## config.mk

```make
export PLATFORM = sky130hd
export DESIGN_NAME = uart_frame_tx
export DESIGN_NICKNAME = d
export VERILOG_FILES = /design/src/rtl/uart_frame_pkg.sv /design/src/rtl/uart_frame_tx_ser.sv /design/src/rtl/uart_frame_tx.sv
export SDC_FILE = /design/constraint.sdc
export NUM_CORES = 1
export LEC_CHECK = 0
export ABC_AREA = 1
export BUFFER_PORTS_ARGS = -buffer_cell sky130_fd_sc_hd__buf_2
export CAP_MARGIN = 30
export CORE_ASPECT_RATIO = 0.8
export CORE_UTILIZATION = 35
export DETAILED_ROUTE_END_ITERATION = 10
export GPL_TIMING_DRIVEN = 1
export PLACE_DENSITY = 0.51
export SLEW_MARGIN = 5
export SYNTH_ARGS = -nofsm -noshare
export SYNTH_HDL_FRONTEND = slang
export SYNTH_SLANG_ARGS = --single-unit
export TNS_END_PERCENT = 30
```

## constraint.sdc

```tcl
create_clock -name clk -period 2.5 [get_ports clk]
set_clock_uncertainty 0.1 [all_clocks]
set_input_delay 0.25 -clock clk [delete_from_list [all_inputs] [get_ports clk]]
set_output_delay 0.25 -clock clk [all_outputs]
set_load 0.02 [all_outputs]
```

## src/rtl/uart_frame_pkg.sv

```systemverilog
// Shared types and elaboration helpers for the UART frame transmitter.
package uart_frame_pkg;

  typedef enum logic [1:0] {StIdle, StLoad, StSend, StGap} tx_state_e;

  typedef enum logic [1:0] {SlotHdr, SlotPay, SlotCsum} slot_e;

  function automatic int unsigned calc_bit_clks(int unsigned clkfreq, int unsigned baud);
    return clkfreq / baud;
  endfunction

  // Bits needed to hold 0..n-1, never less than one.
  function automatic int unsigned cnt_width(int unsigned n);
    return (n < 2) ? 1 : $clog2(n);
  endfunction

  function automatic slot_e byte_slot(int unsigned idx, logic hdr_en, int unsigned nbytes);
    if (hdr_en && idx == 0) return SlotHdr;
    if (idx >= nbytes + 32'(hdr_en)) return SlotCsum;
    return SlotPay;
  endfunction

endpackage

```

## src/rtl/uart_frame_tx_ser.sv

```systemverilog
// Single-byte serializer: start bit, 8 data bits LSB first, STOP_BITS stop bits.
module uart_byte_ser
  import uart_frame_pkg::*;
#(
  parameter int unsigned BIT_CLKS  = 10,
  parameter int unsigned STOP_BITS = 1
) (
  input  logic       clk,
  input  logic       rst,
  input  logic       start,
  input  logic [7:0] data,
  output logic       ready,
  output logic       done,
  output logic       txd
);

  localparam int unsigned ClkW  = cnt_width(BIT_CLKS);
  localparam int unsigned NBits = 9 + STOP_BITS;
  localparam int unsigned BitW  = cnt_width(NBits);
  localparam logic [ClkW-1:0] ClkLast = ClkW'(BIT_CLKS - 1);
  localparam logic [BitW-1:0] BitLast = BitW'(NBits - 1);

  logic            active_q;
  logic            txd_q;
  logic [ClkW-1:0] clk_cnt_q;
  logic [BitW-1:0] bit_cnt_q;
  logic [7:0]      shift_q;
  logic            bit_end;

  assign bit_end = active_q && (clk_cnt_q == ClkLast);
  assign done    = bit_end && (bit_cnt_q == BitLast);
  assign ready   = !active_q;
  assign txd     = txd_q;

  always_ff @(posedge clk) begin
    if (rst) begin
      active_q  <= 1'b0;
      txd_q     <= 1'b1;
      clk_cnt_q <= '0;
      bit_cnt_q <= '0;
      shift_q   <= '0;
    end else if (start && !active_q) begin
      active_q  <= 1'b1;
      txd_q     <= 1'b0;
      clk_cnt_q <= '0;
      bit_cnt_q <= '0;
      shift_q   <= data;
    end else if (active_q) begin
      if (!bit_end) begin
        clk_cnt_q <= clk_cnt_q + ClkW'(1);
      end else begin
        clk_cnt_q <= '0;
        if (done) begin
          active_q <= 1'b0;
          txd_q    <= 1'b1;
        end else begin
          // Ones shift in behind the data so the stop bits fall out naturally.
          bit_cnt_q <= bit_cnt_q + BitW'(1);
          txd_q     <= shift_q[0];
          shift_q   <= {1'b1, shift_q[7:1]};
        end
      end
    end
  end

endmodule

```

## src/rtl/uart_frame_tx.sv

```systemverilog
// Snapshots NBYTES of parallel data and sends them as one UART frame with optional
// header and XOR checksum, started by trig or an internal periodic timer.
module uart_frame_tx
  import uart_frame_pkg::*;
#(
  parameter int unsigned CLKFREQ     = 50000000,
  parameter int unsigned BAUD        = 115200,
  parameter int unsigned NBYTES      = 8,
  parameter int unsigned STOP_BITS   = 1,
  parameter int unsigned GAP_BITS    = 0,
  parameter int unsigned HDR_EN      = 0,
  parameter logic [7:0]  HDR_BYTE    = 8'hA5,
  parameter int unsigned CSUM_EN     = 0,
  parameter int unsigned AUTO_EN     = 1,
  parameter int unsigned INIT_DELAY  = CLKFREQ,
  parameter int unsigned PERIOD_CLKS = CLKFREQ
) (
  input  logic                clk,
  input  logic                rst,
  input  logic                trig,
  input  logic [8*NBYTES-1:0] data_in,
  output logic                UART_tx,
  output logic                busy,
  output logic                frame_done,
  output logic                overrun
);

  localparam int unsigned BitClks = calc_bit_clks(CLKFREQ, BAUD);
  localparam int unsigned HdrN    = (HDR_EN != 0) ? 1 : 0;
  localparam int unsigned CsumN   = (CSUM_EN != 0) ? 1 : 0;
  localparam int unsigned NSlots  = HdrN + NBYTES + CsumN;
  localparam int unsigned IdxW    = cnt_width(NBYTES + 2);
  localparam int unsigned GapClks = GAP_BITS * BitClks;
  localparam int unsigned GapW    = cnt_width(GapClks);
  localparam int unsigned TmrMax  = (INIT_DELAY > PERIOD_CLKS) ? INIT_DELAY : PERIOD_CLKS;
  localparam int unsigned TmrW    = cnt_width(TmrMax);

  localparam logic [IdxW-1:0] LastIdx  = IdxW'(NSlots - 1);
  // The LOAD cycle counts as one of the idle gap cycles.
  localparam logic [GapW-1:0] GapLast  = GapW'((GapClks >= 2) ? GapClks - 2 : 0);
  localparam logic [TmrW-1:0] InitLast = TmrW'(INIT_DELAY - 1);
  localparam logic [TmrW-1:0] PerLast  = TmrW'(PERIOD_CLKS - 1);

  if (BitClks < 2) begin : g_bad_baud
    $error("uart_frame_tx: CLKFREQ/BAUD must be at least 2");
  end
  if (NBYTES < 1 || NBYTES > 64) begin : g_bad_nbytes
    $error("uart_frame_tx: NBYTES must be 1..64");
  end
  if (STOP_BITS < 1 || STOP_BITS > 2) begin : g_bad_stop
    $error("uart_frame_tx: STOP_BITS must be 1 or 2");
  end
  if (GAP_BITS > 15) begin : g_bad_gap
    $error("uart_frame_tx: GAP_BITS must be 0..15");
  end

  tx_state_e           state_q;
  logic [IdxW-1:0]     idx_q;
  logic [GapW-1:0]     gap_q;
  logic [8*NBYTES-1:0] snap_q;
  logic [7:0]          csum_q, csum_d;
  logic                busy_q, frame_done_q, overrun_q;
  logic [TmrW-1:0]     tmr_q;
  logic                init_done_q;
  logic                tick, start_evt;
  logic                ser_start, ser_ready, ser_done;
  logic [7:0]          ser_byte;

  assign tick      = (AUTO_EN != 0) && (init_done_q ? (tmr_q == PerLast) : (tmr_q == InitLast));
  assign start_evt = trig || tick;
  assign ser_start = (state_q == StLoad) && ser_ready;

  always_ff @(posedge clk) begin
    if (rst) begin
      tmr_q       <= '0;
      init_done_q <= 1'b0;
    end else if (tick || (AUTO_EN == 0 && tmr_q == (init_done_q ? PerLast : InitLast))) begin
      tmr_q       <= '0;
      init_done_q <= 1'b1;
    end else begin
      tmr_q <= tmr_q + TmrW'(1);
    end
  end

  always_comb begin
    csum_d = '0;
    for (int unsigned i = 0; i < NBYTES; i++) csum_d ^= data_in[8*i +: 8];
  end

  always_comb begin
    ser_byte = HDR_BYTE;
    unique case (byte_slot(32'(idx_q), HdrN != 0, NBYTES))
      SlotHdr:  ser_byte = HDR_BYTE;
      SlotPay: begin
        for (int unsigned i = 0; i < NBYTES; i++) begin
          if (32'(idx_q) == i + HdrN) ser_byte = snap_q[8*i +: 8];
        end
      end
      SlotCsum: ser_byte = csum_q;
      default:  ser_byte = HDR_BYTE;
    endcase
  end

  always_ff @(posedge clk) begin
    if (rst) begin
      state_q      <= StIdle;
      idx_q        <= '0;
      gap_q        <= '0;
      snap_q       <= '0;
      csum_q       <= '0;
      busy_q       <= 1'b0;
      frame_done_q <= 1'b0;
      overrun_q    <= 1'b0;
    end else begin
      frame_done_q <= 1'b0;
      overrun_q    <= start_evt && (state_q != StIdle);
      unique case (state_q)
        StIdle: begin
          if (start_evt) begin
            snap_q  <= data_in;
            csum_q  <= csum_d;
            idx_q   <= '0;
            busy_q  <= 1'b1;
            state_q <= StLoad;
          end
        end
        StLoad: state_q <= StSend;
        StSend: begin
          if (ser_done) begin
            if (idx_q == LastIdx) begin
              state_q      <= StIdle;
              busy_q       <= 1'b0;
              frame_done_q <= 1'b1;
            end else begin
              idx_q <= idx_q + IdxW'(1);
              if (GapClks == 0) begin
                state_q <= StLoad;
              end else begin
                gap_q   <= '0;
                state_q <= StGap;
              end
            end
          end
        end
        StGap: begin
          if (gap_q == GapLast) state_q <= StLoad;
          else gap_q <= gap_q + GapW'(1);
        end
        default: state_q <= StIdle;
      endcase
    end
  end

  uart_byte_ser #(
    .BIT_CLKS  (BitClks),
    .STOP_BITS (STOP_BITS)
  ) u_ser (
    .clk   (clk),
    .rst   (rst),
    .start (ser_start),
    .data  (ser_byte),
    .ready (ser_ready),
    .done  (ser_done),
    .txd   (UART_tx)
  );

  assign busy       = busy_q;
  assign frame_done = frame_done_q;
  assign overrun    = overrun_q;

endmodule

```

=== Word-level counts from Yosys, hierarchy flattened ===
Cells that the tools add are included.

* Bits in registers: 131
* Bits of input ports: 67
* Logic and storage cells: 113

* Add/sub/neg operators: 5
* $lt $le $gt $ge: 1
* Equal/unequal tests: 21
* Muxes and demuxes: 40
* Bitwise gates (word level): 9
* Reduce and logical (&&, ||, !) cells: 23

{| class="wikitable"
|+ Operator list
! cell !! count
|-
| 8-bit two-way mux || 12
|-
| 8-bit XOR || 7
|-
| 26-bit by 1-bit adder with 26-bit output (second input constant) || 1
|-
| 26-bit == test (second input constant) || 1
|-
| 4-bit by 3-bit == test with 1-bit output (second input constant) || 4
|-
| 8-bit one-hot mux with 2 select lines || 1
|-
| 1-bit two-way mux || 15
|-
| 4-bit two-way mux || 3
|-
| 2-bit two-way mux || 5
|-
| 2-bit != test (second input constant) || 5
|-
| 9-bit by 1-bit adder with 9-bit output (second input constant) || 1
|-
| 9-bit == test (second input constant) || 1
|-
| 9-bit two-way mux || 1
|-
| 3-bit AND reduction || 3
|-
| 4-bit by 1-bit adder with 4-bit output (second input constant) || 2
|-
| 4-bit by 2-bit == test with 1-bit output (second input constant) || 2
|-
| 2-bit one-hot mux with 4 select lines || 1
|-
| 4-bit one-hot mux with 2 select lines || 1
|-
| 4-bit AND reduction || 2
|-
| 2-bit nonzero test || 4
|-
| 2-bit == test (second input constant) || 3
|-
| 1-bit logical AND || 5
|-
| 2-bit by 1-bit == test with 1-bit output (second input constant) || 2
|-
| 4-bit by 1-bit == test with 1-bit output (second input constant) || 1
|-
| 13 further kinds || 16
|}

=== Longest topological paths before layout ===
* Word-level depth: 11
* Mapped depth: 14
* Mapped depth without buffers: 14

=== By module ===
Synthesis repeated with hierarchy kept, for this count alone.

* Cells, all modules: 1045
* Area, all modules: 7039.3 sq um

{| class="wikitable"
|+ By module, submodules not included
! module !! times used !! cells an instance !! area each (sq um) !! seq. area each (sq um)
|-
| uart_frame_tx || 1 || 861 || 5756.8 || 2142.1
|-
| uart_byte_ser || 1 || 184 || 1282.5 || 460.4
|}

=== Least setup slack after synthesis ===
OpenSTA, ideal clock, no wires.

* Path kind: register to register
* Start point: register idx_q[1]
* End point: register u_ser.shift_q[0]
* Setup time: 119 ps
* Arrival time: 1534 ps
* Data required time: 2281 ps
* Setup slack: 747 ps
* Cell stages (with the launch flop): 13
* Path through: dfxtp_1 -> inv_1 -> ha_1 -> nor2_1 -> nand3_1 -> nand3_1 -> nand3_1 -> nand3_1 -> nand2_1 -> nand2_1 -> nand3_1 -> nand3_1 -> a21oi_1

* Cells in the longest elaborated chain, start to end: 11
* Elaborated cells between the ends (all ways): 23
* Classes of those cells: 1 x order compare; 9 x eq/ne; 12 x mux; 1 x reduce/logical

{| class="wikitable"
|+ Ends and longest elaborated chain
! what !! RTL line !! source
|-
| start, declared || uart_frame_tx.sv:58 || <nowiki>logic [IdxW-1:0] idx_q;</nowiki>
|-
| start signal, assigned || uart_frame_tx.sv:135 || <nowiki>idx_q <= idx_q + IdxW'(1);</nowiki>
|-
| 4-bit logical NOT || uart_frame_tx.sv:96 || <nowiki>if (32'(idx_q) == i + HdrN) ser_byte = snap_q[8*i +: 8];</nowiki>
|-
| 8-bit two-way mux (8 in series) || uart_frame_tx.sv:96 ||
|-
| 8-bit one-hot mux with 2 select lines * || uart_frame_tx.sv:92 || <nowiki>unique case (byte_slot(32'(idx_q), HdrN != 0, NBYTES))</nowiki>
|-
| 8-bit two-way mux * || uart_frame_tx_ser.sv:42 || <nowiki>end else if (start && !active_q) begin</nowiki>
|-
| end signal, assigned || uart_frame_tx_ser.sv:47 || <nowiki>shift_q <= data;</nowiki>
|-
| end signal, assigned || uart_frame_tx_ser.sv:60 || <nowiki>shift_q <= {1'b1, shift_q[7:1]};</nowiki>
|-
| end, declared || uart_frame_tx_ser.sv:27 || <nowiki>logic [7:0] shift_q;</nowiki>
|}

Every way passes the cells marked *; elsewhere a longest branch is shown, timed or not.
A chain may end at the register's enable or synchronous reset.

=== Worst setup path after layout ===
Same ends and word-level chain as after synthesis.

==> flow_metrics.env <==
export IMPL_status="finished, final reports clean"
export IMPL_drc=0
export IMPL_syn_nets=975
export IMPL_p_leak_nw=3.155
export IMPL_drive_above_1_share_pct=15.29
export IMPL_synth_distinct_cells=37
export IMPL_crit_type="flop to flop"
export IMPL_max_slew_worst_pin_slew_ns=0.5283
export IMPL_setup_violations_final=0
export IMPL_arrival_ns=2.37
export IMPL_min_path_type="input pin to flop"
export IMPL_gp_congestion=0.8223
export IMPL_ys_async_sr_fraction_pct=0
export IMPL_p_clk_share_pct=42.7
export IMPL_cts_max_path_buffers=2
export IMPL_p_int_mw=4.224
export IMPL_drtIter0Drc=291
export IMPL_vias=5723
export IMPL_slew_headroom_pct=64.65
export IMPL_setup_tns_ns=0
export IMPL_grt_pass1_wl_um=27190
export IMPL_insertion_delay_ns=0.41
export IMPL_synthToLayoutAreaGrowth_pct=18.23
export IMPL_power_density_nw_per_um2=761.7
export IMPL_grt_pass1_vias=5312
export IMPL_viasPerCell=4.726
export IMPL_hpwl_um=12060
export IMPL_dp_cells=1178
export IMPL_ys_seq_elements=130
export IMPL_syn_avg_cell_area_um2=7.246
export IMPL_fillers=1923
export IMPL_p_sw_share_pct=27.99
export IMPL_stdcell_count=1211
export IMPL_finalCritPeriodShare_pct=86.45
export IMPL_rsz0062_at_grt="no"
export IMPL_synth_top_cell_area_share_pct=39.95
export IMPL_end_kind="flop"
export IMPL_ios=71
export IMPL_die_area_um2=19160
export IMPL_die_h_um=124.0
export IMPL_grt_ovfl_total=0
export IMPL_syn_area_um2=6514
export IMPL_synth_area_leaders="dfxtp_1, a21oi_1, nand2_1"
export IMPL_yosys_warnings=0
export IMPL_rows=44
export IMPL_power_switching_mw=1.642
export IMPL_core_area_um2=18170
export IMPL_fp_dieW_um=154.5
export IMPL_drt_wirelength_per_cell_um=13.61
export IMPL_cts_tree="yes"
export IMPL_ir_drop_mv=0.4237
export IMPL_cts_max_level=4
export IMPL_yosys_area_top_type="dfxtp_1"
export IMPL_maxCapViolations=0
export IMPL_initial_core_util_pct=35.85
export IMPL_clock_fmax_mhz=462.7
export IMPL_yosysSeqAreaShare_pct=39.95
export IMPL_cts_root_buf="clkbuf_16"
export IMPL_clkTransAtPathRegs_ns=0.06
export IMPL_synth_cells=899
export IMPL_worstPathRequired_ns=2.71
export IMPL_multi_input_area_um2=3352
export IMPL_routed_wl_um=16480
export IMPL_synth_edf_count=0
export IMPL_fin_crit_ns=2.161
export IMPL_power_frac_comb_pct=16.6
export IMPL_grt_use_total_pct=18.44
export IMPL_regArea_um2=2603
export IMPL_synth_most_common_cell="dfxtp_1"
export IMPL_report_final_hold_viol_count=0
export IMPL_ant_nets=0
export IMPL_slew_violations=0
export IMPL_antenna_found_initial=0
export IMPL_firstDrtPassIters=5
export IMPL_synthTopCellsByCount="dfxtp_1, nand2_1, nor2_1"
export IMPL_port_buffers=70
export IMPL_cp_start_kind="flop"
export IMPL_grt_max_degree=69
export IMPL_nets=1044
export IMPL_cts_buffers=17
export IMPL_post_cts_repair_setup_buffers=0
export IMPL_clock_sinks=130
export IMPL_critPathMaxFanout=8
export IMPL_p_seq_share_pct=40.6
export IMPL_synthFlopType="dfxtp_1"
export IMPL_n_antenna_cell=0
==> through the flow <==
| step | utilization, % | setup WS (ns) | total power, mW | cell area (um^2) | hold slack, ns |
|---|---|---|---|---|---|
| 6_report | 42.39 | 0.3388 | 5.866 | 7701 | 0.01296 |
| 5_1_grt | 42.39 | 0.1106 | 6.200 | 7701 | 0.02111 |
| 4_1_cts | 42.39 | 0.3752 | 5.947 | 7701 | 0.001755 |
| 3_5_place_dp | 38.99 | 0.3740 | 3.407 | 7083 | 0.3384 |
| 3_3_place_gp | 38.99 | 0.3801 | 3.410 | 7083 | 0.3327 |
| 2_1_floorplan | - | 0.7469 | 3.131 | 6514 | 0.3167 |
==> sequential cells by signal, summed over array words and instances (netlist names), 2 cells and up <==
name and count:
u_ser.bit_cnt_q 4, state_q 2, u_ser.shift_q 8, u_ser.clk_cnt_q 9, idx_q 4, csum_q 8, tmr_q 26, snap_q 64
==> kinds of logic (layout without fill, tap and decap cells) <==
group           count (synthesis)  after routing  share of synthesized area (%)
simple gates                  364            364                          25.30
compound gates                194            194                          15.16
buf+inv                       133            215                          8.586
flops                         130            130                          39.95
xor+xnor                       69             69                          9.278
fa+ha+maj                       9              9                          1.729
==> worst paths after layout <==
check | cells past startpoint | to | slack, ns | startpoint
max | 12 | u_ser.shift_q[0] | 0.34 | idx_q[1]
min | 3 | snap_q[57] | 0.01 | data_in[57]
max reg2reg | 12 | u_ser.shift_q[0] | 0.34 | idx_q[1]
min reg2reg | 1 | tmr_q[0] | 0.35 | tmr_q[0]
==> critical path: stages (launching register included) <==
cell and delay (ns):
dfxtp_1 0.39, inv_1 0.09, ha_1 0.26, nor2_1 0.45
nand3_1 0.14, nand3_1 0.10, nand3_1 0.08, nand3_1 0.10
nand2_1 0.08, nand2_1 0.08, nand3_1 0.06, nand3_1 0.08
a21oi_1 0.06
==> cell usage in the layout, fill, tap and decap left out, types with 9 or more instances in the layout <==
cell type / n
a21oi_1: 94
clkbuf_16: 17
nand4_1: 15
xnor2_1: 45
o21ai_0: 92
inv_2: 12
ha_1: 9
nor3_1: 21
dfxtp_1: 130
nand3_1: 46
xor2_1: 24
buf_4: 10
nor2_1: 123
nand2_1: 123
inv_1: 88
buf_2: 70
==> cell type report <==
type                       count  share of cell area, %
sequential                   130                  33.79
timing repair buffer          83                  6.174
clock inverter                11                  1.657
clock buffer                  21                  6.239
tap                          230                  3.737
inverter                     100                  4.874
multi-input combinational    636                  43.53
==> layer usage <==
layer  vias up  track usage (%)  share of wire [%]  wire length (um)
li1       3065                -                  -                 -
met1      2542            25.74                 53              8682
met2       106            28.90                 42              6992
met3        10            3.688                3.9               647
met4         0            5.012               0.98               161
met5         -                0                  0                 0
==> repair_timing <==
action | 4_1_cts | 5_1_grt
hold buffers | 1 | 0
gates resized for setup | 0 | 0
endpoints found under the hold margin | 1 | 0
==> power groups by stage <==
stage	clock network, mW	registers [mW]	logic, mW
2_1_floorplan	0	2.41	0.723
3_3_place_gp	0	2.43	0.981
3_5_place_dp	0	2.43	0.979
4_1_cts	2.58	2.38	0.986
5_1_grt	2.66	2.41	1.13
6_report	2.51	2.38	0.975
No activity file was read; power rests on OpenSTA's default activity.
